`src/rtl/logic_exec_pkg.sv`:
```
// Shared types and default widths for the bitwise logic execute pipe.
package logic_exec_pkg;

  localparam int WIDTH_DEF = 32;
  localparam int TAG_W_DEF = 5;
  localparam int CNT_W_DEF = 16;

  typedef enum logic [1:0] {
    OP_AND  = 2'd0,
    OP_OR   = 2'd1,
    OP_XOR  = 2'd2,
    OP_ANDN = 2'd3
  } logic_op_e;

endpackage

```
`src/rtl/and_32bit.sv`:
```
// Bitwise AND of two words; purely combinational, no backpressure.
module and_32bit #(
  parameter int WIDTH = 32
) (
  input  logic [WIDTH-1:0] a_i,
  input  logic [WIDTH-1:0] b_i,
  output logic [WIDTH-1:0] y_o
);

  assign y_o = a_i & b_i;

endmodule

```
`src/rtl/logic_unit_32bit.sv`:
```
// Bitwise logic unit: AND / OR / XOR / ANDN selected by op.
// Combinational, zero latency, no backpressure.
module logic_unit_32bit
  import logic_exec_pkg::*;
#(
  parameter int WIDTH = WIDTH_DEF
) (
  input  logic_op_e        op_i,
  input  logic [WIDTH-1:0] a_i,
  input  logic [WIDTH-1:0] b_i,
  output logic [WIDTH-1:0] c_o
);

  logic [WIDTH-1:0] and_res;
  logic [WIDTH-1:0] andn_res;
  logic [WIDTH-1:0] b_inv;

  assign b_inv = ~b_i;

  and_32bit #(.WIDTH(WIDTH)) u_and (
    .a_i (a_i),
    .b_i (b_i),
    .y_o (and_res)
  );

  // ANDN reuses the AND cell with operand B pre-inverted
  and_32bit #(.WIDTH(WIDTH)) u_andn (
    .a_i (a_i),
    .b_i (b_inv),
    .y_o (andn_res)
  );

  always_comb begin
    c_o = '0;
    unique case (op_i)
      OP_AND:  c_o = and_res;
      OP_OR:   c_o = a_i | b_i;
      OP_XOR:  c_o = a_i ^ b_i;
      OP_ANDN: c_o = andn_res;
      default: c_o = '0;
    endcase
  end

endmodule

```
`src/rtl/logic_exec_pipe.sv`:
```
// Two-stage execute wrapper around the logic unit; 2-cycle latency, 1 op/cycle.
// Full valid/ready backpressure: in_ready_o depends only on stage state and out_ready_i.
module logic_exec_pipe
  import logic_exec_pkg::*;
#(
  parameter int WIDTH = WIDTH_DEF,
  parameter int TAG_W = TAG_W_DEF,
  parameter int CNT_W = CNT_W_DEF
) (
  input  logic             clk_i,
  input  logic             rst_ni,
  input  logic             flush_i,
  input  logic             in_valid_i,
  output logic             in_ready_o,
  input  logic [1:0]       op_i,
  input  logic [WIDTH-1:0] a_i,
  input  logic [WIDTH-1:0] b_i,
  input  logic [TAG_W-1:0] tag_i,
  output logic             out_valid_o,
  input  logic             out_ready_i,
  output logic [WIDTH-1:0] c_o,
  output logic [TAG_W-1:0] tag_o,
  output logic [CNT_W-1:0] done_cnt_o
);

  logic             v1_q, v2_q;
  logic_op_e        op1_q;
  logic [WIDTH-1:0] a1_q, b1_q;
  logic [TAG_W-1:0] tag1_q;
  logic [WIDTH-1:0] c2_q;
  logic [TAG_W-1:0] tag2_q;
  logic [CNT_W-1:0] cnt_q, cnt_d;
  logic [WIDTH-1:0] lu_res;

  logic adv1, adv2, in_fire, out_fire;

  assign adv2     = !v2_q | out_ready_i;
  assign adv1     = !v1_q | adv2;
  assign in_fire  = in_valid_i & adv1;
  assign out_fire = v2_q & out_ready_i;

  assign cnt_d = out_fire ? cnt_q + CNT_W'(1) : cnt_q;

  logic_unit_32bit #(.WIDTH(WIDTH)) u_lu (
    .op_i (op1_q),
    .a_i  (a1_q),
    .b_i  (b1_q),
    .c_o  (lu_res)
  );

  always_ff @(posedge clk_i or negedge rst_ni) begin
    if (!rst_ni) begin
      v1_q   <= 1'b0;
      v2_q   <= 1'b0;
      op1_q  <= OP_AND;
      a1_q   <= '0;
      b1_q   <= '0;
      tag1_q <= '0;
      c2_q   <= '0;
      tag2_q <= '0;
      cnt_q  <= '0;
    end else begin
      // A result leaving during a flush has been taken downstream, so it still counts
      cnt_q <= cnt_d;
      if (flush_i) begin
        v1_q <= 1'b0;
        v2_q <= 1'b0;
      end else begin
        if (adv2) begin
          v2_q <= v1_q;
          if (v1_q) begin
            c2_q   <= lu_res;
            tag2_q <= tag1_q;
          end
        end
        if (adv1) begin
          v1_q <= in_fire;
          if (in_fire) begin
            op1_q  <= logic_op_e'(op_i);
            a1_q   <= a_i;
            b1_q   <= b_i;
            tag1_q <= tag_i;
          end
        end
      end
    end
  end

  assign in_ready_o  = adv1;
  assign out_valid_o = v2_q;
  assign c_o         = c2_q;
  assign tag_o       = tag2_q;
  assign done_cnt_o  = cnt_q;

endmodule

```
`config.mk`:
```
export PLATFORM = sky130hd
export DESIGN_NAME = logic_exec_pipe
export DESIGN_NICKNAME = d
export VERILOG_FILES = /design/src/rtl/logic_exec_pkg.sv /design/src/rtl/and_32bit.sv /design/src/rtl/logic_unit_32bit.sv /design/src/rtl/logic_exec_pipe.sv
export SDC_FILE = /design/constraint.sdc
export NUM_CORES = 1
export LEC_CHECK = 0
export CAP_MARGIN = 5
export CORE_MARGIN = 5
export CORE_UTILIZATION = 57
export DETAILED_ROUTE_END_ITERATION = 10
export PLACE_DENSITY = 0.87
export SYNTH_ARGS = -nofsm -noshare
export SYNTH_HDL_FRONTEND = slang
export SYNTH_SLANG_ARGS = --single-unit
```
`constraint.sdc`:
```
create_clock -name clk_i -period 3.95 [get_ports clk_i]
set_clock_uncertainty 0.05 [all_clocks]
set_input_delay 1.185 -clock clk_i [delete_from_list [all_inputs] [get_ports clk_i]]
set_output_delay 1.185 -clock clk_i [all_outputs]
set_load 0.05 [all_outputs]
```
==> results of run 1 <==
## per-layer routing
metal,track usage [%],up-vias,part of all wire (%)
li1,-,2265,-
met2,42.2,152,53
met5,0,-,0
met1,28.3,2440,40
met4,7.24,0,1.2
met3,6.64,23,5.3
## stage by stage
step	power [mW]	hold WS, ns	area [um2]	setup WS [ns]	std cells
6_report	5.10	0.434	8730	0.490	887
3_5_place_dp	3.51	0.428	8130	0.487	857
3_3_place_gp	3.40	0.410	8130	0.501	857
4_1_cts	5.12	0.439	8730	0.483	887
5_1_grt	5.34	0.457	8730	0.424	887
2_1_floorplan	2.91	0.414	6750	1.09	611
## area by class of cell
cell class              instances  area share (%)
clock buffers                  24            5.63
clock inverters                 6            1.23
inverters                      67            2.88
multi-input cells             386            36.2
flip-flops and latches        126            36.1
well taps                     143            2.05
repair buffers                135            15.9
## kinds of logic (layout without fill, tap and decap cells)
group,after synthesis,after routing
AND/OR/NAND/NOR,129,129
adder cells (fa/ha/maj),36,36
buffers and inverters,99,232
flip-flops,126,126
AO/OA/AOI/OAI,97,97
multiplexers,77,77
XOR/XNOR,47,47
## sequential cells by signal, summed over array words and instances (netlist names), 2 cells and up
register	count
a1_q	32
b1_q	32
c_o	32
done_cnt_o	16
op1_q	2
tag1_q	5
tag_o	5
## power groups by stage
stage	sequential [mW]	clock (mW)	combinational (mW)
floorplan	2.18	0	0.729
global placement	1.74	0	1.66
detailed placement	1.76	0	1.75
CTS	1.74	1.61	1.77
global route	1.78	1.67	1.89
finish	1.75	1.60	1.75
## final timing paths
| path | end | slack, ns | cells past startpoint |
|---|---|---|---|
| setup / recovery | in_ready_o | 0.49 | 4 |
| hold / removal | done_cnt_o[15] | 0.43 | 1 |
| setup reg to reg | c_o[30] | 1.59 | 5 |
| hold reg to reg | done_cnt_o[15] | 0.43 | 1 |
| max in group asynchronous | b1_q[23] | 2.24 | 2 |
| min in group asynchronous | b1_q[6] | 0.73 | 1 |
## cells in the mapped netlist, drive strengths merged
library cell	number	area share, %
a21oi	65	4.8
a31oi	32	3.0
and2b	1	0.15
and3	1	0.093
buf	18	2.2
clkbuf	14	0.78
dfrtp	126	47
ha	36	6.7
inv	67	3.7
mux2	77	17
nand2	41	2.3
nand2b	32	3.0
nand3	4	0.30
nand3b	1	0.11
nand4	5	0.56
nor2	39	2.2
nor3b	1	0.19
nor4	2	0.19
or2	1	0.093
or4	1	0.17
xnor2	11	1.4
xor2	36	4.7
## worst max-delay path, cell delays in order
cell and delay, ns:
clkdlybuf4s50_1 0.48, and2b_4 0.32, nand2_2 0.08, buf_12 0.15
## cells in the final DEF, fill, tap and decap left out, drive strengths merged, types with 2 or more instances in the layout
cell / instances
clkdlybuf4s50: 128
dfrtp: 126
mux2: 77
inv: 67
a21oi: 65
nand2: 41
nor2: 39
xor2: 36
ha: 36
nand2b: 32
a31oi: 32
clkbuf: 24
xnor2: 11
buf: 7
nand4: 5
nand3: 4
bufinv: 3
nor4: 2
clkinv: 2
==> metrics.txt, run 1 <==
Die Y=approximately 120 um; Setup TNS Final=0 ns; worst rel slew slack=between 15 and 20%; Crit Path Max Fanout=5; die area=14100 um2; input/output buffers=130; syn_nets=723; Final Max Slew Viols=0; post-synthesis mux area share=between 10% and 20%; Synth Area in Adders=6.67%; clock-pin slew on the worst setup and hold paths=0.05 ns; IO Pins=131; CTS root buf=clkbuf_16; internal power=3.31 mW; Setup violations, final=0; Synth Area per Inst=11.1 um2; VDD IR-drop max=0.440 mV; Vias per Instance=~5.5; std cell rows=39; diode count=0; Initial Utilization=58.6%; Via Count=4880; CTS Sinks=126; Switching Power=1.79 mW; worst hold start=done_cnt_o[15]; Yosys reg bits=126; crit path from=out_ready_i; drt drc=0; Synth Area in XOR/XNOR=6.10%; Reg area=3150 um2; final RePlAce weighted congestion=0.829; DP HPWL=10.7 mm; HP Class=reg -> reg; Yosys cell types=29; status=finished, final reports clean; post-synthesis sequential area ratio=46.7%; Horiz. Die Dim=roughly 120 um; PwrDens=584 nW/um2; Antenna Nets Post-Route=0; Least-Margin Pin Slew=1.23 ns; Pleak=4.17 nW; clock buffer depth=2; vias in the first global route=5507; Synth Cell Area=about 6800 um2; fill cell count=744; part of the power in registers=34.3%; Data required, critical path=roughly 2.7 ns; antenna violations before repair=0; Startpoint Class=input port; synthesis warning total=0; final hold vios=0; CTS resizes=0; Comb power frac=34.4%; core area=around 12000 um2; area of the multi-input gates=around 3200 um2; Post-CTS Setup Bufs=0; largest net degree at the start of global routing=72; post-layout util=75.8%; CTS hold repair buffers=0; cells after synthesis=611; max cap viols=0; clock network power share=approximately 31%; cts bufs inserted=17; Max Fclk=roughly 290 MHz; overall routing resource usage=23.8%; GR Overflow Total=0; RSZ-0062 raised after global routing=no; CTS tree=yes; dominant combinational cell family by area after synthesis=multiplexers; period utilization=87.6%; Clock Latency Late Sink=about 0.42 ns; TritonRoute pass-1 iters=5; Worst Path Arrival=2.22 ns; crit path time final=3.46 ns; share of cells above drive strength 1=15.9%; net count reported at finish=845; switch share=35.1%; Iteration-0 DRC Markers=435; first-pass GRT wire length=27.0 mm; CP Class=in -> out; drt wl/cell=18.3 um; Synth Area in Simple Gates=a little under a tenth; endpoint class of the critical path=output port; H-tree depth=4; Compound-Gate Fraction of Synth Area=7.78%; area grow syn2layout=29.2%; drt total wl=16.2 mm; r2r startpoint=op1_q[0]
No activity file was read; power rests on OpenSTA's default activity.
==> inputs of run 2 (changes only) <==
--- a/config.mk
+++ b/config.mk
@@ -7,9 +7,9 @@
 export LEC_CHECK = 0
 export CAP_MARGIN = 5
 export CORE_MARGIN = 5
-export CORE_UTILIZATION = 57
+export CORE_UTILIZATION = 53
 export DETAILED_ROUTE_END_ITERATION = 10
-export PLACE_DENSITY = 0.87
+export PLACE_DENSITY = 0.81
 export SYNTH_ARGS = -nofsm -noshare
 export SYNTH_HDL_FRONTEND = slang
 export SYNTH_SLANG_ARGS = --single-unit
==> constraint.sdc (replaced) <==
create_clock -name clk_i -period 3.6 [get_ports clk_i]
set_clock_uncertainty 0.05 [all_clocks]
set_input_delay 1.08 -clock clk_i [delete_from_list [all_inputs] [get_ports clk_i]]
set_output_delay 1.08 -clock clk_i [all_outputs]
set_load 0.05 [all_outputs]
==> run 2 against run 1 <==
Critical path depth stayed put; flip-flop and latch count did not move; final cell count rose by 4.1%; global-route usage is 2.1 points lower.
==> metrics.txt, run 2 (same netlist as run 1, synthesis figures left out) <==
r2r startpoint=op1_q[0]; Antenna Nets Post-Route=0; Vias per Instance=around 5.2; most common cell after layout, fill and taps aside=clkdlybuf4s50_1; Final Max Slew Viols=0; Setup TNS Final=0 ns; CP peak stage delay=0.49 ns; drt drc=0; period utilization=around nine tenths; IO Pins=131; worst rel slew slack=26.7%; CTS resizes=0; CTS hold repair buffers=0; diode count=0; VDD IR-drop max=0.403 mV; fill cell count=just under 900; std cell rows=41; status=finished, final reports clean; worst path cell trace=clkdlybuf4s50_1, and2b_4, nand2_2, buf_12; drt wl/cell=about 17 um; Worst Path Arrival=2.13 ns; Pleak=4.21 nW; RSZ-0062 raised after global routing=no; crit path from=out_ready_i; CTS root buf=clkbuf_16; area of the multi-input gates=approximately 3200 um2; Startpoint Class=input port; largest net degree at the start of global routing=64; CTS tree=yes; most frequent cells in the layout=clkdlybuf4s50_1, dfrtp_1, mux2_4; Max Fclk=306 MHz; Initial Utilization=53.7%; overall routing resource usage=21.7%; cts bufs inserted=17; share of cells above drive strength 1=between 15 and 20%; CTS Sinks=126; Iteration-0 DRC Markers=approximately 290; TritonRoute pass-1 iters=4; clock-pin slew on the worst setup and hold paths=0.05 ns; Cells after DPL=around 900; max cap viols=0; worst hold start=done_cnt_o[15]; GR Overflow Total=0; Post-CTS Setup Bufs=0; critical path's slowest cell=clkdlybuf4s50_1; H-tree depth=4; CP Class=in -> out; Data required, critical path=2.47 ns; Horiz. Die Dim=123 um; Die Y=123 um; Reg area=~3200 um2; DP HPWL=10.4 mm; Least-Margin Pin Slew=1.10 ns; HP Class=reg -> reg; net count reported at finish=850; endpoint class of the critical path=output port; Tot Pwr=5.56 mW; drt total wl=~15 mm; crit path time final=3.26 ns; final RePlAce weighted congestion=roughly 0.83; PwrDens=630 nW/um2; vias in the first global route=5217; antenna violations before repair=0; area grow syn2layout=30.7%; first-pass GRT wire length=25.5 mm; clock buffer depth=2; Crit Path Max Fanout=5; final hold vios=0; core area=12600 um2; post-route insts no fill=923; input/output buffers=130; die area=15100 um2; Clock Latency Late Sink=0.42 ns; Setup violations, final=0; Via Count=4831
run 2: cell count changes in the layout (fill, tap and decap cells not counted):
cell and change:
clkinvlp_4 +2, clkbuf_1 -2, buf_12 +2, clkbuf_8 -2
clkinv_2 +4, buf_4 +3
run 2: final cells by class:
| type | instances | area share, % |
|---|---|---|
| clock inverter | 12 | 1.62 |
| tap | 172 | 2.44 |
| multi-input combinational | 386 | 35.8 |
| timing repair buffer | 140 | 16.4 |
| clock buffer | 20 | 5.17 |
| sequential | 126 | 35.7 |
| inverter | 67 | 2.85 |
run 2: worst paths after layout:
| kind | to | slack [ns] | cells past startpoint |
|---|---|---|---|
| max reg2reg | c_o[24] | 1.52 | 4 |
| min | done_cnt_o[15] | 0.42 | 1 |
| min in group asynchronous | b1_q[7] | 0.63 | 1 |
| min reg2reg | done_cnt_o[15] | 0.42 | 1 |
| max | in_ready_o | 0.34 | 4 |
| max in group asynchronous | done_cnt_o[11] | 2.10 | 2 |
run 2: metrics by stage:
step / util (%) / hold slack (ns) / setup WS [ns] / cell area (um2)
CTS: 70.2 / 0.432 / 0.342 / 8830
finish: 70.2 / 0.423 / 0.335 / 8830
detailed placement: 65.5 / 0.421 / 0.348 / 8230
floorplan: - / 0.414 / 0.954 / 6750
global placement: 65.5 / 0.415 / 0.358 / 8230
global route: 70.2 / 0.437 / 0.296 / 8830
run 2: critical path, delay by kind of cell:
family	cells	cell delay, ns
simple gates	2	0.41
buf+inv	2	0.65
run 2: per-layer routing:
layer	vias to the layer above	global-route usage [%]	routed length (um)
li1	2286	-	-
met2	160	35.5	7530
met3	29	5.90	1060
met1	2356	27.6	6540
met4	0	8.19	290
met5	-	0	0
run 2: report_power, final:
group / switching, mW / leakage, nW / internal (mW)
clock: 0.618 / 0.291 / 1.12
sequential: 0.220 / 1.50 / 1.69
combinational: 1.12 / 2.41 / 0.799
total: 1.96 / 4.21 / 3.60
